**config.mk**
```make
export PLATFORM = sky130hd
export DESIGN_NAME = cheri_tsmap_marker_flat
export DESIGN_NICKNAME = d
export VERILOG_FILES = /design/src/rtl/cheri_tsmap_marker_pkg.sv /design/src/rtl/cheri_tsmap_marker_if.sv /design/src/rtl/cheri_tsmap_marker_mask.sv /design/src/rtl/cheri_tsmap_marker.sv /design/src/flat_wrapper.sv
export SDC_FILE = /design/constraint.sdc
export NUM_CORES = 1
export LEC_CHECK = 0
export BUFFER_PORTS_ARGS = -buffer_cell sky130_fd_sc_hd__buf_2
export CAP_MARGIN = 20
export CORE_UTILIZATION = 57
export DETAILED_ROUTE_END_ITERATION = 16
export PLACE_DENSITY = 0.85
export REMOVE_ABC_BUFFERS = 1
export SETUP_SLACK_MARGIN = 0.2
export SYNTH_ARGS = -nofsm -noshare
export SYNTH_HDL_FRONTEND = slang
export SYNTH_SLANG_ARGS = --single-unit
```
**constraint.sdc**
```tcl
create_clock -name clk_i -period 5.8 [get_ports clk_i]
set_input_delay 0.87 -clock clk_i [delete_from_list [all_inputs] [get_ports clk_i]]
set_output_delay 0.87 -clock clk_i [all_outputs]
set_load 0.1 [all_outputs]
```
**src/rtl/cheri_tsmap_marker_pkg.sv**
```systemverilog
`default_nettype none
// ============================================================================
//  Module   : cheri_pkg
//  Purpose  : Shared definitions for the CHERI tag-shadow-map range marker:
//             controller state encoding and granule/word shift amounts.
//  Ports    : none (package)
//  Revision : 1.0 - initial release
// ============================================================================
package cheri_pkg;

   // One map bit per 8-byte granule, 32 granule bits per map word.
   localparam int GRANULE_SHIFT = 3;
   localparam int WORD_SHIFT    = 5;

   typedef enum logic [2:0] {
      IDLE = 3'd0,
      RD   = 3'd1,
      MOD  = 3'd2,
      WR   = 3'd3,
      DONE = 3'd4
   } tsmap_state_e;

endpackage
`default_nettype wire

```
**src/rtl/cheri_tsmap_marker_if.sv**
```systemverilog
`default_nettype none
// ============================================================================
//  Module   : cheri_tsmap_marker_if
//  Purpose  : Bundles the mark-request handshake, status and tag-map memory
//             port of cheri_tsmap_marker.
//  Ports    : req_*   - mark request (valid/ready, addr, len, set)
//             busy_o, done_o, err_o - status / completion
//             tsmap_* - single-port map memory with grant-based stalls
//             modport slave  : the marker
//             modport master : requester + map memory side
//  Revision : 1.0 - initial release
// ============================================================================
interface cheri_tsmap_marker_if;
   logic        req_valid_i;
   logic        req_ready_o;
   logic [31:0] req_addr_i;
   logic [31:0] req_len_i;
   logic        req_set_i;
   logic        busy_o;
   logic        done_o;
   logic        err_o;
   logic        tsmap_cs_o;
   logic        tsmap_we_o;
   logic [15:0] tsmap_addr_o;
   logic [31:0] tsmap_wdata_o;
   logic [31:0] tsmap_rdata_i;
   logic        tsmap_gnt_i;

   modport slave (
      input  req_valid_i, req_addr_i, req_len_i, req_set_i,
      input  tsmap_rdata_i, tsmap_gnt_i,
      output req_ready_o, busy_o, done_o, err_o,
      output tsmap_cs_o, tsmap_we_o, tsmap_addr_o, tsmap_wdata_o
   );

   modport master (
      output req_valid_i, req_addr_i, req_len_i, req_set_i,
      output tsmap_rdata_i, tsmap_gnt_i,
      input  req_ready_o, busy_o, done_o, err_o,
      input  tsmap_cs_o, tsmap_we_o, tsmap_addr_o, tsmap_wdata_o
   );
endinterface
`default_nettype wire

```
**src/rtl/cheri_tsmap_marker_mask.sv**
```systemverilog
`default_nettype none
// ============================================================================
//  Module   : cheri_tsmap_mask
//  Purpose  : Combinational contiguous bit mask, bits i_lo..i_hi set
//             (inclusive, i_lo <= i_hi assumed).
//  Ports    : i_lo   [4:0]  - lowest set bit
//             i_hi   [4:0]  - highest set bit
//             o_mask [31:0] - resulting mask
//  Revision : 1.0 - initial release
// ============================================================================
module cheri_tsmap_mask (
   input  logic [4:0]  i_lo,
   input  logic [4:0]  i_hi,
   output logic [31:0] o_mask
);
   assign o_mask = (32'hFFFF_FFFF << i_lo) & (32'hFFFF_FFFF >> (5'd31 - i_hi));
endmodule
`default_nettype wire

```
**src/rtl/cheri_tsmap_marker.sv**
```systemverilog
`default_nettype none
// ============================================================================
//  Module   : cheri_tsmap_marker
//  Purpose  : Sets or clears the tag-shadow-map bits covering a byte range of
//             the heap, one read-modify-write (or plain write) per map word.
//  Ports    : clk_i - clock, rst_i - synchronous active-high reset
//             bus   - cheri_tsmap_marker_if.slave (request, status, map port)
//  Config   : CHERI_TSMAP_FULLWORD_WR_EN - words whose mask covers all 32
//             bits are written directly (no read) when defined.
//  Revision : 1.0 - initial release
// ============================================================================
module cheri_tsmap_marker
   import cheri_pkg::*;
#(
   parameter logic [31:0] HeapBase  = 32'h0,
   parameter int          TSMapSize = 1024
) (
   input  logic                 clk_i,
   input  logic                 rst_i,
   cheri_tsmap_marker_if.slave  bus
);

   tsmap_state_e r_state, w_state_nxt, w_next_st;

   logic [26:0] r_word, r_last;
   logic [4:0]  r_lo0, r_hi1;
   logic        r_first, r_set, r_err, r_capture;
   logic [31:0] r_rdata;

   // Range decode in 33-bit arithmetic so borrow/carry stay visible.
   logic [32:0] w_off0, w_end, w_off1, w_g0, w_g1;
   logic [26:0] w_word0, w_word1;
   logic [4:0]  w_lo0, w_hi1, w_lo, w_hi;
   logic        w_noop, w_reject, w_last;
   logic [31:0] w_mask, w_rd_data, w_mod_data;

   logic        w_ready, w_busy, w_done, w_err, w_cs, w_we;
   logic [15:0] w_addr;
   logic [31:0] w_wdata;
   logic        w_accept, w_advance;

   assign w_off0  = {1'b0, bus.req_addr_i} - {1'b0, HeapBase};
   assign w_end   = {1'b0, bus.req_addr_i} + {1'b0, bus.req_len_i};
   assign w_off1  = w_end - 33'd1 - {1'b0, HeapBase};
   assign w_g0    = w_off0 >> GRANULE_SHIFT;
   assign w_g1    = w_off1 >> GRANULE_SHIFT;
   assign w_word0 = 27'(w_g0 >> WORD_SHIFT);
   assign w_word1 = 27'(w_g1 >> WORD_SHIFT);
   assign w_lo0   = w_g0[WORD_SHIFT-1:0];
   assign w_hi1   = w_g1[WORD_SHIFT-1:0];

   // w_off0[32] is the borrow of addr - HeapBase, i.e. addr below the heap.
   assign w_noop   = (bus.req_len_i == 32'd0);
   assign w_reject = w_off0[32] || (w_end > 33'h1_0000_0000) ||
                     ({5'd0, w_word1} >= 32'(TSMapSize));

   // Only the first word starts mid-word, only the last word ends mid-word.
   assign w_last = (r_word == r_last);
   assign w_lo   = r_first ? r_lo0 : 5'd0;
   assign w_hi   = w_last  ? r_hi1 : 5'd31;

   cheri_tsmap_mask u_mask (
      .i_lo   (w_lo),
      .i_hi   (w_hi),
      .o_mask (w_mask)
   );

   // Read data is live in the cycle after the grant, then held in r_rdata
   // so the write data stays stable while the write is stalled.
   assign w_rd_data  = r_capture ? bus.tsmap_rdata_i : r_rdata;
   assign w_mod_data = r_set ? (w_rd_data | w_mask) : (w_rd_data & ~w_mask);

`ifdef CHERI_TSMAP_FULLWORD_WR_EN
   logic w_first_full, w_next_full;
   assign w_first_full = (w_lo0 == 5'd0) && ((w_word0 != w_word1) || (w_hi1 == 5'd31));
   // Any word after the first starts at bit 0; it is full unless it is the
   // last word and the range ends before bit 31.
   assign w_next_full  = ((r_word + 27'd1) != r_last) || (r_hi1 == 5'd31);
   assign w_next_st    = w_next_full ? WR : RD;
`else
   assign w_next_st    = RD;
`endif

   always_ff @(posedge clk_i) begin
      if (rst_i) begin
         r_state <= IDLE;
      end else begin
         r_state <= w_state_nxt;
      end
   end

   always_comb begin
      w_state_nxt = r_state;
      w_ready     = 1'b0;
      w_busy      = 1'b1;
      w_done      = 1'b0;
      w_err       = 1'b0;
      w_cs        = 1'b0;
      w_we        = 1'b0;
      w_addr      = 16'd0;
      w_wdata     = 32'd0;
      w_accept    = 1'b0;
      w_advance   = 1'b0;
      case (r_state)
         IDLE: begin
            w_ready = 1'b1;
            w_busy  = 1'b0;
            if (bus.req_valid_i) begin
               w_accept = 1'b1;
               if (w_noop || w_reject) begin
                  w_state_nxt = DONE;
               end
`ifdef CHERI_TSMAP_FULLWORD_WR_EN
               else if (w_first_full) begin
                  w_state_nxt = WR;
               end
`endif
               else begin
                  w_state_nxt = RD;
               end
            end
         end
         RD: begin
            w_cs   = 1'b1;
            w_addr = r_word[15:0];
            if (bus.tsmap_gnt_i) begin
               w_state_nxt = MOD;
            end
         end
         MOD, WR: begin
            w_cs    = 1'b1;
            w_we    = 1'b1;
            w_addr  = r_word[15:0];
            w_wdata = (r_state == WR) ? {32{r_set}} : w_mod_data;
            if (bus.tsmap_gnt_i) begin
               if (w_last) begin
                  w_state_nxt = DONE;
               end else begin
                  w_advance   = 1'b1;
                  w_state_nxt = w_next_st;
               end
            end
         end
         DONE: begin
            w_done      = 1'b1;
            w_err       = r_err;
            w_state_nxt = IDLE;
         end
         default: begin
            w_state_nxt = IDLE;
         end
      endcase
   end

   always_ff @(posedge clk_i) begin
      if (rst_i) begin
         r_word    <= 27'd0;
         r_last    <= 27'd0;
         r_lo0     <= 5'd0;
         r_hi1     <= 5'd0;
         r_first   <= 1'b0;
         r_set     <= 1'b0;
         r_err     <= 1'b0;
         r_capture <= 1'b0;
         r_rdata   <= 32'd0;
      end else begin
         r_capture <= (r_state == RD) && bus.tsmap_gnt_i;
         if (r_capture) begin
            r_rdata <= bus.tsmap_rdata_i;
         end
         if (w_accept) begin
            r_word  <= w_word0;
            r_last  <= w_word1;
            r_lo0   <= w_lo0;
            r_hi1   <= w_hi1;
            r_first <= 1'b1;
            r_set   <= bus.req_set_i;
            r_err   <= w_reject && !w_noop;
         end else if (w_advance) begin
            r_word  <= r_word + 27'd1;
            r_first <= 1'b0;
         end
      end
   end

   assign bus.req_ready_o   = w_ready;
   assign bus.busy_o        = w_busy;
   assign bus.done_o        = w_done;
   assign bus.err_o         = w_err;
   assign bus.tsmap_cs_o    = w_cs;
   assign bus.tsmap_we_o    = w_we;
   assign bus.tsmap_addr_o  = w_addr;
   assign bus.tsmap_wdata_o = w_wdata;

endmodule
`default_nettype wire
```
**src/flat_wrapper.sv**
```systemverilog
// flat-port wrapper written by rule: the top's interface ports become plain ports
module cheri_tsmap_marker_flat import cheri_pkg::*;
#(
   parameter logic [31:0] HeapBase  = 32'h0,
   parameter int          TSMapSize = 1024
)
  (clk_i, rst_i, bus_req_valid_i, bus_req_addr_i, bus_req_len_i, bus_req_set_i, bus_tsmap_rdata_i, bus_tsmap_gnt_i, bus_req_ready_o, bus_busy_o, bus_done_o, bus_err_o, bus_tsmap_cs_o, bus_tsmap_we_o, bus_tsmap_addr_o, bus_tsmap_wdata_o);
  cheri_tsmap_marker_if bus_i ();
  input  logic clk_i;
  input  logic rst_i;
  input wire logic [$bits(bus_i.req_valid_i)-1:0] bus_req_valid_i;
  input wire logic [$bits(bus_i.req_addr_i)-1:0] bus_req_addr_i;
  input wire logic [$bits(bus_i.req_len_i)-1:0] bus_req_len_i;
  input wire logic [$bits(bus_i.req_set_i)-1:0] bus_req_set_i;
  input wire logic [$bits(bus_i.tsmap_rdata_i)-1:0] bus_tsmap_rdata_i;
  input wire logic [$bits(bus_i.tsmap_gnt_i)-1:0] bus_tsmap_gnt_i;
  output wire logic [$bits(bus_i.req_ready_o)-1:0] bus_req_ready_o;
  output wire logic [$bits(bus_i.busy_o)-1:0] bus_busy_o;
  output wire logic [$bits(bus_i.done_o)-1:0] bus_done_o;
  output wire logic [$bits(bus_i.err_o)-1:0] bus_err_o;
  output wire logic [$bits(bus_i.tsmap_cs_o)-1:0] bus_tsmap_cs_o;
  output wire logic [$bits(bus_i.tsmap_we_o)-1:0] bus_tsmap_we_o;
  output wire logic [$bits(bus_i.tsmap_addr_o)-1:0] bus_tsmap_addr_o;
  output wire logic [$bits(bus_i.tsmap_wdata_o)-1:0] bus_tsmap_wdata_o;
  assign bus_i.req_valid_i = bus_req_valid_i;
  assign bus_i.req_addr_i = bus_req_addr_i;
  assign bus_i.req_len_i = bus_req_len_i;
  assign bus_i.req_set_i = bus_req_set_i;
  assign bus_i.tsmap_rdata_i = bus_tsmap_rdata_i;
  assign bus_i.tsmap_gnt_i = bus_tsmap_gnt_i;
  assign bus_req_ready_o = bus_i.req_ready_o;
  assign bus_busy_o = bus_i.busy_o;
  assign bus_done_o = bus_i.done_o;
  assign bus_err_o = bus_i.err_o;
  assign bus_tsmap_cs_o = bus_i.tsmap_cs_o;
  assign bus_tsmap_we_o = bus_i.tsmap_we_o;
  assign bus_tsmap_addr_o = bus_i.tsmap_addr_o;
  assign bus_tsmap_wdata_o = bus_i.tsmap_wdata_o;
  cheri_tsmap_marker #(.HeapBase(HeapBase), .TSMapSize(TSMapSize)) u_core (.clk_i(clk_i), .rst_i(rst_i), .bus(bus_i));
endmodule
```
==> metrics.txt, run 1 <==
top cells by count, synth=137 x nor2_1, 101 x dfxtp_1, 86 x nand2_1, 71 x a21oi_1, 56 x clkbuf_1; status=finished, final reports clean; layout cells sized above 1=0.1968; CP top delay family=simple AND/OR/NAND/NOR gates; ANT nets after route=0; die area=0.01503 mm2; worst setup path category=input pin to flop; Critical Path Source=bus_req_len_i[0]; fill count=1191; CP max FO=7; grt ovf=0; CP peak stage delay=about 550 ps; NumNets Final=~1300; post_cts resized=0; slew margin rel.=0.3496; Synth Register Bits=101; cts hold-fix bufs=0; port bufs=154; synthesis warning total=0; Synth area leaders=dfxtp_1 24%, nor2_1 6.2%, ha_1 5.0%, xnor2_1 4.9%, mux2_2 4.3%; register area share after synthesis=0.2440; Final HPWL DP=18.06 mm; ys async rst share=0; Final Hold Viols=0; first-pass GRT wire length=between 30 and 40 mm; Post-CTS Setup Bufs=0; cell taking the most area after synthesis=dfxtp_1; min Tclk post-route=around 4600 ps; switching share of power=0.3288; vias in the first global route=around 7600; post-synthesis area per instance=between 7 and 8 um2; routed len/inst=between 15 and 20 um; Slew Limit Fails=0; via count=~8500; synth-to-layout area growth=13.16%; NetSw=~640 uW; largest net degree at the start of global routing=73; worst setup margin=~1200 ps; final setup TNS=0 ps; Peak VDD IR=about 0.12 mV; Mapped Area=0.008288 mm2; RSZ-0062 raised after global routing=no; CP max-delay cell=or4_4; worst setup path endpoint=u_core.r_last[24]; Levels on crit path=15; Chip Height=122.6 um; CTS tree=yes; Yosys cell types=80; site row count=43; # IOs=155; Setup WS pre-CTS=~900 ps; crit path cell chain=buf_2 -> ha_1 -> inv_1 -> fa_1 -> nand2b_1 -> a211o_1 -> a211oi_1 -> o21ai_0 -> o31ai_1 -> xor2_1 -> or4b_4 -> or4_4 -> or3_1 -> nand3_1 -> a21oi_1; Reg2Reg Setup Slack=roughly 2800 ps; via/cell ratio=about 6; Worst Clk Skew=roughly 5.7 ps; hold crit path type=flop to flop; Worst Path Buf+Inv=2; internal power=between 1 and 1.5 mW; Inserted Diodes=0; Clock Path Buffers=2; Placer Congestion=0.9606; f_max=218.6 MHz; total track usage=0.3136; Syn Inst Count=about 1100; final WL=23.43 mm; DRC=0; Setup violations, final=0; Worst EP arrival=~4800 ps; FF-to-FF Start=u_core.r_word[8]; H-tree Lvls=3; Logic pwr share=0.282; CTS root buffer=clkbuf_16; Clk Latency, worst-skew pair=350 ps; FF-to-FF path depth=9; clk sink count=between 100 and 150; core box area=between 0.01 and 0.015 mm2; crit share post-route=0.7888; maxcap violations=0; DRT Pass-1 Iters=5; Reg power frac=0.405; Clock Pin Slew Worst Setup and Hold Paths=70 ps; ys flop type=dfxtp_1; Critical Path RT=6000 ps; Pwr per Cell Area=around 210 mW/mm2; Starting Density=0.5902; Worst Tran Pin Value=approximately 970 ps; CP endpoint kind=flop; initial antenna violation count=0; EDFF count, synth=0; clock share of power=0.313; die width=about 120 um; Pleak=slightly below 4 nW; worst r2r dst=u_core.r_word[17]; cts bufs inserted=9; DRT iter0 DRCs=between 700 and 800; startpoint types=input pin; most frequent cell after synthesis=nor2_1; top-area cell type share of the netlist area=0.2440
[placed cells by master (no fill, tap or decap), types with 7 or more instances in the layout]
cell,instances
or2_2,7
nand2_1,85
nor4_1,13
and4_1,10
and2_1,30
mux2_2,32
nand4_1,15
o21ai_0,48
and3_1,15
clkbuf_16,9
nor2b_1,38
nor3_1,24
xor2_1,31
a21oi_1,71
mux2i_1,33
nand3_1,27
inv_1,15
a21o_1,7
buf_2,154
ha_1,33
a211oi_1,41
or3_1,14
a31oi_1,15
a311oi_1,10
nand2b_1,11
dfxtp_1,101
xnor2_1,46
nor2_1,137
[routing by layer]
metal,global-route usage,share of wire,up-vias
li1,-,-,4152
met4,0.09832,0.018,0
met1,0.4417,0.45,3874
met2,0.4926,0.45,387
met3,0.04182,0.084,37
met5,0,0,-
[cells by family (layout without fill, tap and decap cells)]
| family | after synthesis | in the layout | synth area share |
|---|---|---|---|
| buffers and inverters | 84 | 191 | 0.04076 |
| adder cells (fa/ha/maj) | 34 | 34 | 0.05223 |
| multiplexers | 65 | 65 | 0.08333 |
| AND/OR/NAND/NOR | 447 | 447 | 0.2723 |
| AO/OA/AOI/OAI | 274 | 274 | 0.2260 |
| flip-flops | 101 | 101 | 0.2440 |
| XOR/XNOR | 77 | 77 | 0.08137 |
[cell type report]
cell class | instances | area [um2] | area share
clock buffers | 12 | 256.5 | 0.02735
clock inverters | 3 | 43.79 | 0.004669
inverters | 15 | 56.30 | 0.006003
multi-input cells | 897 | 5932 | 0.6325
flip-flops and latches | 101 | 2022 | 0.2156
well taps | 180 | 225.2 | 0.02401
repair buffers | 161 | 843.3 | 0.08991
[through the flow]
step / utilization / cells / total power, mW / cell area (um2) / hold slack (ps)
2_1_floorplan: - / 1013 / 1.179 / 8006 / 437.3
3_3_place_gp: 0.6446 / 1353 / 1.335 / 9051 / 459.9
3_5_place_dp: 0.6446 / 1353 / 1.345 / 9051 / 461.0
4_1_cts: 0.6660 / 1368 / 1.952 / 9351 / 473.3
5_1_grt: 0.6679 / 1369 / 2.054 / 9379 / 512.3
6_report: 0.6679 / 1369 / 1.960 / 9379 / 471.9
[sequential cells by signal, summed over array words and instances, names as in the netlist]
register and flops:
u_core.r_word 27, u_core.r_err 1, u_core.r_state 3, u_core.r_capture 1
u_core.r_set 1, u_core.r_rdata 32, u_core.r_last 25, u_core.r_hi1 5
u_core.r_first 1, u_core.r_lo0 5
[tightest hold or removal path, delay by kind of cell, from the launching register on]
| family | cells | cell delay [ps] |
|---|---|---|
| AO/OA/AOI/OAI | 1 | 50 |
| AND/OR/NAND/NOR | 1 | 60 |
| flip-flops | 1 | 320 |
[power by group through the flow]
stage	registers (mW)	clock network [mW]	logic [mW]
after detailed placement	0.809	0	0.536
final	0.794	0.613	0.554
after global routing	0.799	0.647	0.608
after floorplan	0.789	0	0.390
after global placement	0.809	0	0.527
after CTS	0.794	0.619	0.540
[worst min path at each step]
stage                         to               from  cells past startpoint
2_1_floorplan  u_core.r_last[16]  u_core.r_last[16]                      2
4_1_cts        u_core.r_last[16]  u_core.r_last[16]                      2
3_5_place_dp    u_core.r_last[0]   u_core.r_last[0]                      2
3_3_place_gp   u_core.r_last[16]  u_core.r_last[16]                      2
5_1_grt         u_core.r_last[0]   u_core.r_last[0]                      2
6_report       u_core.r_last[16]  u_core.r_last[16]                      2
(Power assumes the default switching activity.)
==> run 2: changes to the inputs <==
- CORE_UTILIZATION: 57 -> 52
- PLACE_DENSITY: 0.85 -> 0.81
- clock period: 5.8 -> 3.73 ns (I/O delays scaled with it)
==> metrics.txt, run 2 (synthesis results as in run 1) <==
f_max=252.7 MHz; CP peak stage delay=between 500 and 600 ps; routed len/inst=around 19 um; worst setup margin=-227.0 ps; via count=slightly below 10000; worst r2r dst=u_core.r_word[21]; DRT Pass-1 Iters=8; Inserted Diodes=0; hold crit path type=input pin to flop; first-pass GRT wire length=~44 mm; Critical Path RT=approximately 4000 ps; NumNets Final=between 1500 and 2000; die width=roughly 130 um; DRC=0; Clk Latency, worst-skew pair=340 ps; Reg power frac=0.367; CP max-delay cell=or4_4; fill count=approximately 970; Worst Tran Pin Value=1062 ps; Setup violations, final=6; worst setup path category=input pin to flop; CP top delay family=simple AND/OR/NAND/NOR gates; Clock Path Buffers=2; FF-to-FF path depth=14; Levels on crit path=15; Reg2Reg Setup Slack=roughly 270 ps; Critical Path Source=bus_req_addr_i[0]; vias in the first global route=just under 9000; commonest non-fill, non-tap cells in the layout=212 x buf_4, 121 x buf_2, 115 x nor2_1, 85 x dfxtp_1, 78 x nand2_1; CTS tree=yes; Pleak=5.124 nW; Peak VDD IR=0.1897 mV; Top reg by flops=u_core.r_rdata; die area=about 0.016 mm2; slew margin rel.=0.2917; Worst EP arrival=roughly 4200 ps; footprint of the multi-input gates=between 0.006 and 0.007 mm2; ANT nets after route=0; Placer Congestion=~0.94; Chip Height=approximately 130 um; cts hold-fix bufs=0; largest registers=u_core.r_rdata: 32 flops, u_core.r_word: 27 flops, u_core.r_last: 25 flops; grt ovf=0; layout cells sized above 1=0.4044; H-tree Lvls=3; final setup TNS=-992.9 ps; min Tclk post-route=around 4000 ps; RSZ-0062 raised after global routing=yes; CP max FO=6; internal power=roughly 2.2 mW; CTS root buffer=clkbuf_16; NetSw=1.184 mW; Final Hold Viols=0; clk sink count=roughly 100; Logic pwr share=0.381; Final Cell Area=approximately 0.012 mm2; total track usage=0.3383; switching share of power=0.3468; Starting Density=0.5392; Slew Limit Fails=0; clock share of power=0.252; via/cell ratio=6.088; FF-to-FF Start=u_core.r_word[8]; Pwr per Cell Area=279.3 mW/mm2; Register Area=about 0.002 mm2; startpoint types=input pin; worst setup path endpoint=u_core.r_last[24]; Post-DP Area=around 0.011 mm2; DRT iter0 DRCs=1125; site row count=45; largest net degree at the start of global routing=55; commonest non-fill, non-tap cell in the layout=buf_4; final WL=between 30 and 40 mm; Final HPWL DP=approximately 22 mm; CP endpoint kind=flop; Clock Pin Slew Worst Setup and Hold Paths=70 ps; initial antenna violation count=0; cts bufs inserted=9; port bufs=154; crit share post-route=1.061; max reg flops=32; synth-to-layout area growth=47.46%; # IOs=155; crit path cell chain=buf_8 -> ha_4 -> inv_2 -> fa_2 -> nand2b_4 -> a211o_4 -> a211o_1 -> a211oi_4 -> o21ai_2 -> a22oi_2 -> or4b_4 -> or4_4 -> or3_4 -> nand3_2 -> a21oi_2; status=complete, but fails checks; Worst Path Buf+Inv=2; failing checks=setup timing; Worst Clk Skew=7.327 ps; core box area=0.01537 mm2; maxcap violations=0
[run 2: layout make-up]
type                            instances  share of cell area
Sequential cell                       101              0.1675
Multi-Input combinational cell        897              0.5414
Clock inverter                          4            0.001945
Tap cell                              211             0.02160
Inverter                               15            0.004607
Clock buffer                           12             0.01935
Timing Repair Buffer                  378              0.2437
[run 2: timing repair]
action	CTS	global route
gates resized for setup	55	125
gates cloned	0	0
buffers inserted	8	12
pin swaps	29	49
setup endpoints to repair	44	47
[run 2: worst reg2reg max path, stage by stage, from the launching register on]
cell and delay (ps):
dfxtp_2 390, xor2_1 280, nor4_2 110, nand4_1 130, buf_4 130, buf_6 120, buf_8 140, buf_4 150
and3_1 340, and3_1 260, nand3_1 400, nor2_1 400, nand2_1 120, xor2_1 160, a211oi_1 240
[run 2: layer usage]
layer	GRT usage	vias up	share of wire	wire length (um)
li1	-	4570	-	-
met1	0.4484	4622	0.41	12420
met2	0.5587	564	0.47	14430
met3	0.05426	95	0.088	2671
met4	0.1093	0	0.032	972
met5	0	-	0	0
[run 2: through the flow]
stage,util,hold slack (ps),setup WS (ps),power [mW],cells
after detailed placement,0.7172,466.3,-798.9,2.394,1582
after global routing,0.7951,465.3,-276.8,3.548,1618
final,0.7951,460.6,-227.0,3.414,1618
after floorplan,-,437.3,-1633,1.833,1013
after CTS,0.7530,452.6,-184.0,3.276,1606
after global placement,0.7172,456.1,-655.3,2.362,1582
[run 2: power by group through the flow]
stage                     clock network (mW)  logic (mW)  registers [mW]
after floorplan                            0       0.606            1.23
after global placement                     0        1.11            1.25
after detailed placement                   0        1.14            1.25
after CTS                              0.861        1.18            1.23
after global routing                   0.901        1.39            1.26
final                                  0.861        1.30            1.25
[run 2: worst min path at each step]
stage,start,endpoint,depth (start not counted)
after floorplan,u_core.r_last[16],u_core.r_last[16],2
after global placement,u_core.r_last[16],u_core.r_last[16],2
after detailed placement,u_core.r_last[16],u_core.r_last[16],2
after CTS,bus_req_set_i,u_core.r_set,3
after global routing,bus_req_set_i,u_core.r_set,3
final,bus_req_set_i,u_core.r_set,3
